--- config.mk ---
export PLATFORM = sky130hd
export DESIGN_NAME = pipe_stage_elastic
export DESIGN_NICKNAME = d
export VERILOG_FILES = /design/src/rtl/pipe_stage_elastic.sv
export SDC_FILE = /design/constraint.sdc
export NUM_CORES = 1
export LEC_CHECK = 0
export CAP_MARGIN = 20
export CORE_MARGIN = 2
export CORE_UTILIZATION = 30
export DETAILED_ROUTE_END_ITERATION = 6
export HOLD_SLACK_MARGIN = 0.12
export PLACE_DENSITY_LB_ADDON = 0.08
export SLEW_MARGIN = 25
export SYNTH_ARGS = -nofsm -noshare
export SYNTH_HDL_FRONTEND = slang
export SYNTH_SLANG_ARGS = --single-unit
--- constraint.sdc ---
create_clock -name clk -period 4.8 [get_ports clk]
set_clock_uncertainty 0.1 [all_clocks]
set_input_delay 0.72 -clock clk [delete_from_list [all_inputs] [get_ports clk]]
set_output_delay 0.72 -clock clk [all_outputs]
set_load 0.03 [all_outputs]
--- src/rtl/pipe_stage_elastic.sv ---
// Elastic inter-stage register for LANES independent payload slots with valid/ready
// handshakes, optional 2-entry skid per lane, lockstep advance, flush and a stall counter.
module pipe_stage_elastic #(
  parameter int LANES    = 2,
  parameter int WIDTH    = 128,
  parameter int SKID     = 1,
  parameter int LOCKSTEP = 1,
  parameter int CNT_W    = 16
) (
  input  logic                   clk,
  input  logic                   reset,
  input  logic [LANES-1:0]       in_valid,
  output logic [LANES-1:0]       in_ready,
  input  logic [LANES*WIDTH-1:0] in_data,
  input  logic [LANES-1:0]       flush,
  output logic [LANES-1:0]       out_valid,
  input  logic [LANES-1:0]       out_ready,
  output logic [LANES*WIDTH-1:0] out_data,
  input  logic                   stat_clr,
  output logic [CNT_W-1:0]       stall_cnt
);

  logic [LANES-1:0]            main_vld_q, main_vld_d;
  logic [LANES-1:0]            skid_vld_q, skid_vld_d;
  logic [LANES-1:0][WIDTH-1:0] main_q, main_d;
  logic [LANES-1:0][WIDTH-1:0] skid_q, skid_d;
  logic [CNT_W-1:0]            stall_cnt_q, stall_cnt_d;

  logic [LANES-1:0] dn_rdy;
  logic [LANES-1:0] int_rdy;
  logic [LANES-1:0] up_rdy;
  logic [LANES-1:0] acc;
  logic [LANES-1:0] pop;
  logic             stall;

  // In lockstep mode every lane sees the same combined downstream/upstream readiness.
  assign dn_rdy = (LOCKSTEP != 0) ? {LANES{&out_ready}} : out_ready;

  always_comb begin
    int_rdy = '0;
    for (int i = 0; i < LANES; i++) begin
      if (SKID != 0) int_rdy[i] = ~skid_vld_q[i];
      else           int_rdy[i] = ~main_vld_q[i] | dn_rdy[i];
    end
  end

  assign up_rdy    = (LOCKSTEP != 0) ? {LANES{&int_rdy}} : int_rdy;
  assign in_ready  = up_rdy;
  assign acc       = in_valid & up_rdy;
  assign pop       = main_vld_q & dn_rdy;
  assign stall     = |(main_vld_q & ~dn_rdy);
  assign out_valid = main_vld_q;
  assign out_data  = main_q;
  assign stall_cnt = stall_cnt_q;

  always_comb begin
    // NOTE: every next-state signal gets its hold value first so no path leaves it unassigned (no latches).
    main_vld_d = main_vld_q;
    skid_vld_d = skid_vld_q;
    main_d     = main_q;
    skid_d     = skid_q;
    for (int i = 0; i < LANES; i++) begin
      if (flush[i]) begin
        // Kill both entries; data registers keep their stale contents.
        main_vld_d[i] = 1'b0;
        skid_vld_d[i] = 1'b0;
      end else if (SKID != 0) begin
        if (skid_vld_q[i]) begin
          if (pop[i]) begin
            main_d[i]     = skid_q[i];
            skid_vld_d[i] = 1'b0;
          end
        end else if (main_vld_q[i]) begin
          if (acc[i] && !pop[i]) begin
            skid_d[i]     = in_data[i*WIDTH +: WIDTH];
            skid_vld_d[i] = 1'b1;
          end else if (acc[i]) begin
            main_d[i] = in_data[i*WIDTH +: WIDTH];
          end else if (pop[i]) begin
            main_vld_d[i] = 1'b0;
          end
        end else if (acc[i]) begin
          main_d[i]     = in_data[i*WIDTH +: WIDTH];
          main_vld_d[i] = 1'b1;
        end
      end else begin
        if (acc[i]) begin
          main_d[i]     = in_data[i*WIDTH +: WIDTH];
          main_vld_d[i] = 1'b1;
        end else if (pop[i]) begin
          main_vld_d[i] = 1'b0;
        end
      end
    end
  end

  always_comb begin
    stall_cnt_d = stall_cnt_q;
    if (stat_clr)                         stall_cnt_d = '0;
    else if (stall && stall_cnt_q != '1)  stall_cnt_d = stall_cnt_q + CNT_W'(1);
  end

  always_ff @(posedge clk) begin
    // NOTE: reset is synchronous and also clears the payload registers, so out_data reads 0 after reset.
    if (reset) begin
      main_vld_q  <= '0;
      skid_vld_q  <= '0;
      main_q      <= '0;
      skid_q      <= '0;
      stall_cnt_q <= '0;
    end else begin
      main_vld_q  <= main_vld_d;
      skid_vld_q  <= skid_vld_d;
      main_q      <= main_d;
      skid_q      <= skid_d;
      stall_cnt_q <= stall_cnt_d;
    end
  end

endmodule
# --- Word-level counts from Yosys, hierarchy flattened ---
# Cells that the tools add are included.
word_totals:
  input_bits: 265
  register_bits: 532
  word_cells: 64
op_classes:
  bitwise: 8
  n_addsub: 1
  reduce_logical: 15
  n_eq_ne: 5
  muxes: 26
ops:
  columns: ["cell", "n"]
  rows:
  - ["two-way mux 128 bit", 10]
  - ["adder 16 x 1 -> 16 bit, second input constant", 1]
  - ["two-way mux 1 bit", 16]
  - ["inequality test 16 bit, second input constant", 1]
  - ["AND reduction 4 bit", 2]
  - ["OR reduction 2 bit", 4]
  - ["bitwise AND 2 bit", 3]
  - ["inequality test 3 bit, second input constant", 2]
  - ["AND reduction 3 bit", 2]
  - ["inequality test 2 x 1 -> 1 bit, second input constant", 2]
  - ["NOT 1 bit", 4]
  - ["AND reduction 2 bit", 2]
  - ["logical AND 1 bit", 3]
  - ["zero test 1 bit", 2]
  - ["NOT 2 bit", 1]

# --- Logic depth before layout (Yosys ltp) ---
logic_depth:
  word_depth: 7
  mapped_depth: 7
  mapped_depth_nobuf: 5

# --- Worst setup path before layout ---
# OpenSTA, ideal clock, no wires.
synth_timing:
  path_type: "input to register"
  start: "input in_valid[0]"
  end: "register skid_q[0] (netlist bit)"
  arrival_time_ns: 2.057
  path_slack_ns: 2.511
  stages: 6
  required_ns: 4.568
  setup_time_ns: 0.132
  path_cell_list: "or3b_4 -> or4b_4 -> buf_4 -> buf_2 -> nand2_1 -> a21oi_1"
synth_via:
  elab_chain_cells: 3
synth_rtl:
  columns: ["item", "line", "source"]
  rows:
  - ["from (decl)", "12", "input logic [LANES-1:0] in_valid,"]
  - ["bitwise AND 2 bit", "49", "assign acc = in_valid & up_rdy;"]
  - ["logical AND 1 bit", "74", "if (acc[i] && !pop[i]) begin"]
  - ["AND reduction 4 bit (no source line)", null, null]
  - ["to (signal assigned)", "115", "skid_q <= skid_d;"]
  - ["to (decl)", "26", "logic [LANES-1:0][WIDTH-1:0] skid_q, skid_d;"]
# Every way passes these cells.
# A chain may end at the register's enable or synchronous reset.

# --- Worst setup path after layout ---
layout_timing:
  start: "register skid_vld_q[0]"
  end: "output in_ready[0]"
layout_via:
  elab_chain_cells: 2
layout_rtl:
  columns: ["item", "line", "source"]
  rows:
  - ["from (decl)", "24", "logic [LANES-1:0] skid_vld_q, skid_vld_d;"]
  - ["from (signal assigned)", "113", "skid_vld_q <= skid_vld_d;"]
  - ["NOT 1 bit (no source line)", null, null]
  - ["AND reduction 2 bit", "47", "assign up_rdy = (LOCKSTEP != 0) ? {LANES{&int_rdy}} : int_rdy;"]
  - ["to (decl)", "13", "output logic [LANES-1:0] in_ready,"]
# Every way passes these cells.

==> results.yml <==
timing:
  slew_headroom_pct: 35.9
  tightestPinTransition_ns: 0.961
  finalSetupViolations: 0
  drv_slew: 0
  finalCriticalPeriod_ns: 3.31
  finalSetupTns_ns: 0
  fmax_ghz: 0.302
  period_share_pct: 68.9
  finalHoldViolCount: 0
  whs_ns: 0.352
  rsz0062_at_grt: "false"
yosys:
  ys_ff_latch: 532
  syn_area_per_cell_sq_um: 8.82
  syn-instance-count: 2375
  synthTopCellsByArea: "dfxtp_1 51%, mux2i_1 12%, nand2_1 9.3%"
  syn_nets: 2641
  yosysWarningCount: 0
  seq_area_frac_synth_pct: 50.9
  synth_area_sq_mm: 0.0209
  synth_top_cell_by_area: "dfxtp_1"
  yosys.area.top_type_share_pct: 50.9
  yosysUniqueCellTypes: 38
drt:
  vias: 18100
  post_drt_wl_per_cell_um: 18.1
  final_antenna_net_count: 0
  routed_wl_um: 68400
  dr_wl_met3_um: 5840
  drt-met1-wl_um: 28600
  initialDrtViolationCount: 830
  route.top_layer_used: "met5"
  avgViaCountPerCell: 4.78
  route.met2.wl_um: 32600
  drc_errors: 0
  dr.pass1.iters: 4
clock_tree:
  post_cts_resized: 0
  clk_pin_slew_worst_paths_ns: 0.06
  cts_buffers: 59
  htreeDepth: 2
  cts-hold-fix-buffers: 0
  postCtsSetupBuffers: 0
  clock_sinks: 532
  clk_latency_ns: 0.60
  ctsRootBufferMaster: "clkbuf_16"
  clockBufferDepth: 3
  cts_tree: "built"
placed_design:
  hpwlAfterDp_um: 44600
  placed_area_sq_mm: 0.0269
  gp_congestion: 0.755
  dp.cells: 3666
  port_buffers: 540
cells_and_area:
  drive_gt1_share_pct: 4.92
  fin_nets: 3062
  nFillCells: 6773
  mostFrequentLayoutCell: "clkdlybuf4s50_1"
  final_cell_mix: "539 x clkdlybuf4s50_1, 530 x dfxtp_1, 520 x nand2_1"
  stdcell_area_sq_mm: 0.0289
  seq_area_sq_mm: 0.0107
  syn_to_final_growth_pct: 38.1
  multi_input_area_sq_mm: 0.00936
  finalNonFillerCells: 3786
job:
  maxCapViolCount: 0
setup_path:
  cp-start-kind: "flop"
  path_max_fanout: 46
  worstSetupPathType: "flop to output pin"
  worstPathRequired_ns: 3.98
  critPathCaptureType: "output pin"
  worstPathArrival_ns: 2.49
floorplanning:
  core_sq_mm: 0.0688
  rows: 96
  fp.dieH_um: 268
  ios: 541
  dieArea_sq_mm: 0.0719
  initial_core_util_pct: 30.4
  fp.dieW_um: 268
grt:
  grt_max_degree: 168
  grt_pass1_vias: 17100
  grt_pass1_wl_um: 102000
  grt_usage_pct: 18.0
  grt_overflow_total: 0
  antenna_found_initial: 21
pwr:
  irDropWorstVdd_mv: 0.248
  power_density_mw_per_mm2: 371
  leakagePower_nw: 9.23
run_status:
  status: "complete, no violations"
hold_path:
  min_path_type: "flop to flop"
-- registers in the layout, indices dropped and copies added (netlist names) --
register / cells
skid_q: 256
out_data: 256
stall_cnt: 16
out_valid: 2
skid_vld_q: 2
-- worst max-delay path, cell delays in order (launching register included) --
cell and delay [ns]:
dfxtp_4 0.35, buf_4 0.64, nor2_1 0.23, clkdlybuf4s50_1 0.66
-- kinds of logic (layout without fill, tap and decap cells) --
family	after synthesis	after routing	synth area share (%)
muxes	256	256	12.2
AOI/OAI and AO/OA	554	554	16.7
adders and majority gates	1	1	0.0597
buffers and inverters	207	675	4.67
DFF	532	532	50.9
and+or+nand+nor	825	825	15.5
other	0	12	0
-- where the power goes --
part / internal (mW) / switching [mW]
Sequential: 4.60 / 0.104
Clock: 2.69 / 1.85
Combinational: 0.650 / 0.836
Total: 7.95 / 2.79
-- cells in the mapped netlist --
| master | number |
|---|---|
| a2111oi_0 | 2 |
| a211oi_1 | 259 |
| a21oi_1 | 266 |
| a221oi_2 | 2 |
| a2bb2oi_2 | 1 |
| a31oi_1 | 4 |
| and2_1 | 1 |
| and3_1 | 3 |
| and4_1 | 2 |
| buf_1 | 3 |
| buf_2 | 94 |
| buf_4 | 18 |
| buf_6 | 2 |
| clkbuf_1 | 88 |
| dfxtp_1 | 532 |
| ha_1 | 1 |
| inv_1 | 2 |
| mux2i_1 | 256 |
| nand2_1 | 520 |
| nand3_1 | 6 |
| nand3b_1 | 1 |
| nand4_1 | 8 |
| nor2_1 | 259 |
| nor3_1 | 5 |
| nor4_1 | 2 |
| nor4b_1 | 1 |
| nor4b_2 | 1 |
| o21ai_0 | 10 |
| o2bb2ai_1 | 1 |
| o311ai_0 | 3 |
| o31ai_1 | 2 |
| o41ai_1 | 4 |
| or2_2 | 1 |
| or3_1 | 7 |
| or3b_4 | 2 |
| or4_1 | 4 |
| or4b_1 | 1 |
| or4b_4 | 1 |
-- final timing paths --
kind | cells past startpoint | slack (ns) | from | end
worst max-delay path | 3 | 1.49 | skid_vld_q[0]$_SDFF_PP0_ | in_ready[0]
worst min-delay path | 2 | 0.35 | skid_q[146]$_SDFFE_PP0P_ | skid_q[146]$_SDFFE_PP0P_
worst max register to register | 6 | 1.82 | skid_vld_q[0]$_SDFF_PP0_ | out_data[86]$_SDFFE_PP0P_
worst min register to register | 2 | 0.35 | skid_q[146]$_SDFFE_PP0P_ | skid_q[146]$_SDFFE_PP0P_
-- stage by stage --
stage | util [%] | setup slack, ns | power, mW
2_1_floorplan | - | 2.51 | 5.57
3_3_place_gp | 39.1 | 1.35 | 6.28
3_5_place_dp | 39.1 | 1.34 | 6.30
4_1_cts | 42.0 | 1.37 | 10.9
5_1_grt | 42.0 | 1.33 | 11.2
6_report | 42.0 | 1.49 | 10.7
-- layer usage --
layer / vias up / global-route usage [%]
met5: - / 0
met4: 20 / 5.38
li1: 9091 / -
met3: 93 / 6.91
met2: 404 / 29.8
met1: 8473 / 21.5
-- area by class of cell --
class | instances | area share [%]
clock inverter | 23 | 0.679
tap | 931 | 4.03
multi-input combinational | 1636 | 32.4
clock buffer | 85 | 6.10
sequential | 532 | 36.9
antenna | 12 | 0.104
inverter | 2 | 0.0260
timing repair buffer | 565 | 19.8
(Power assumes the default switching activity.)
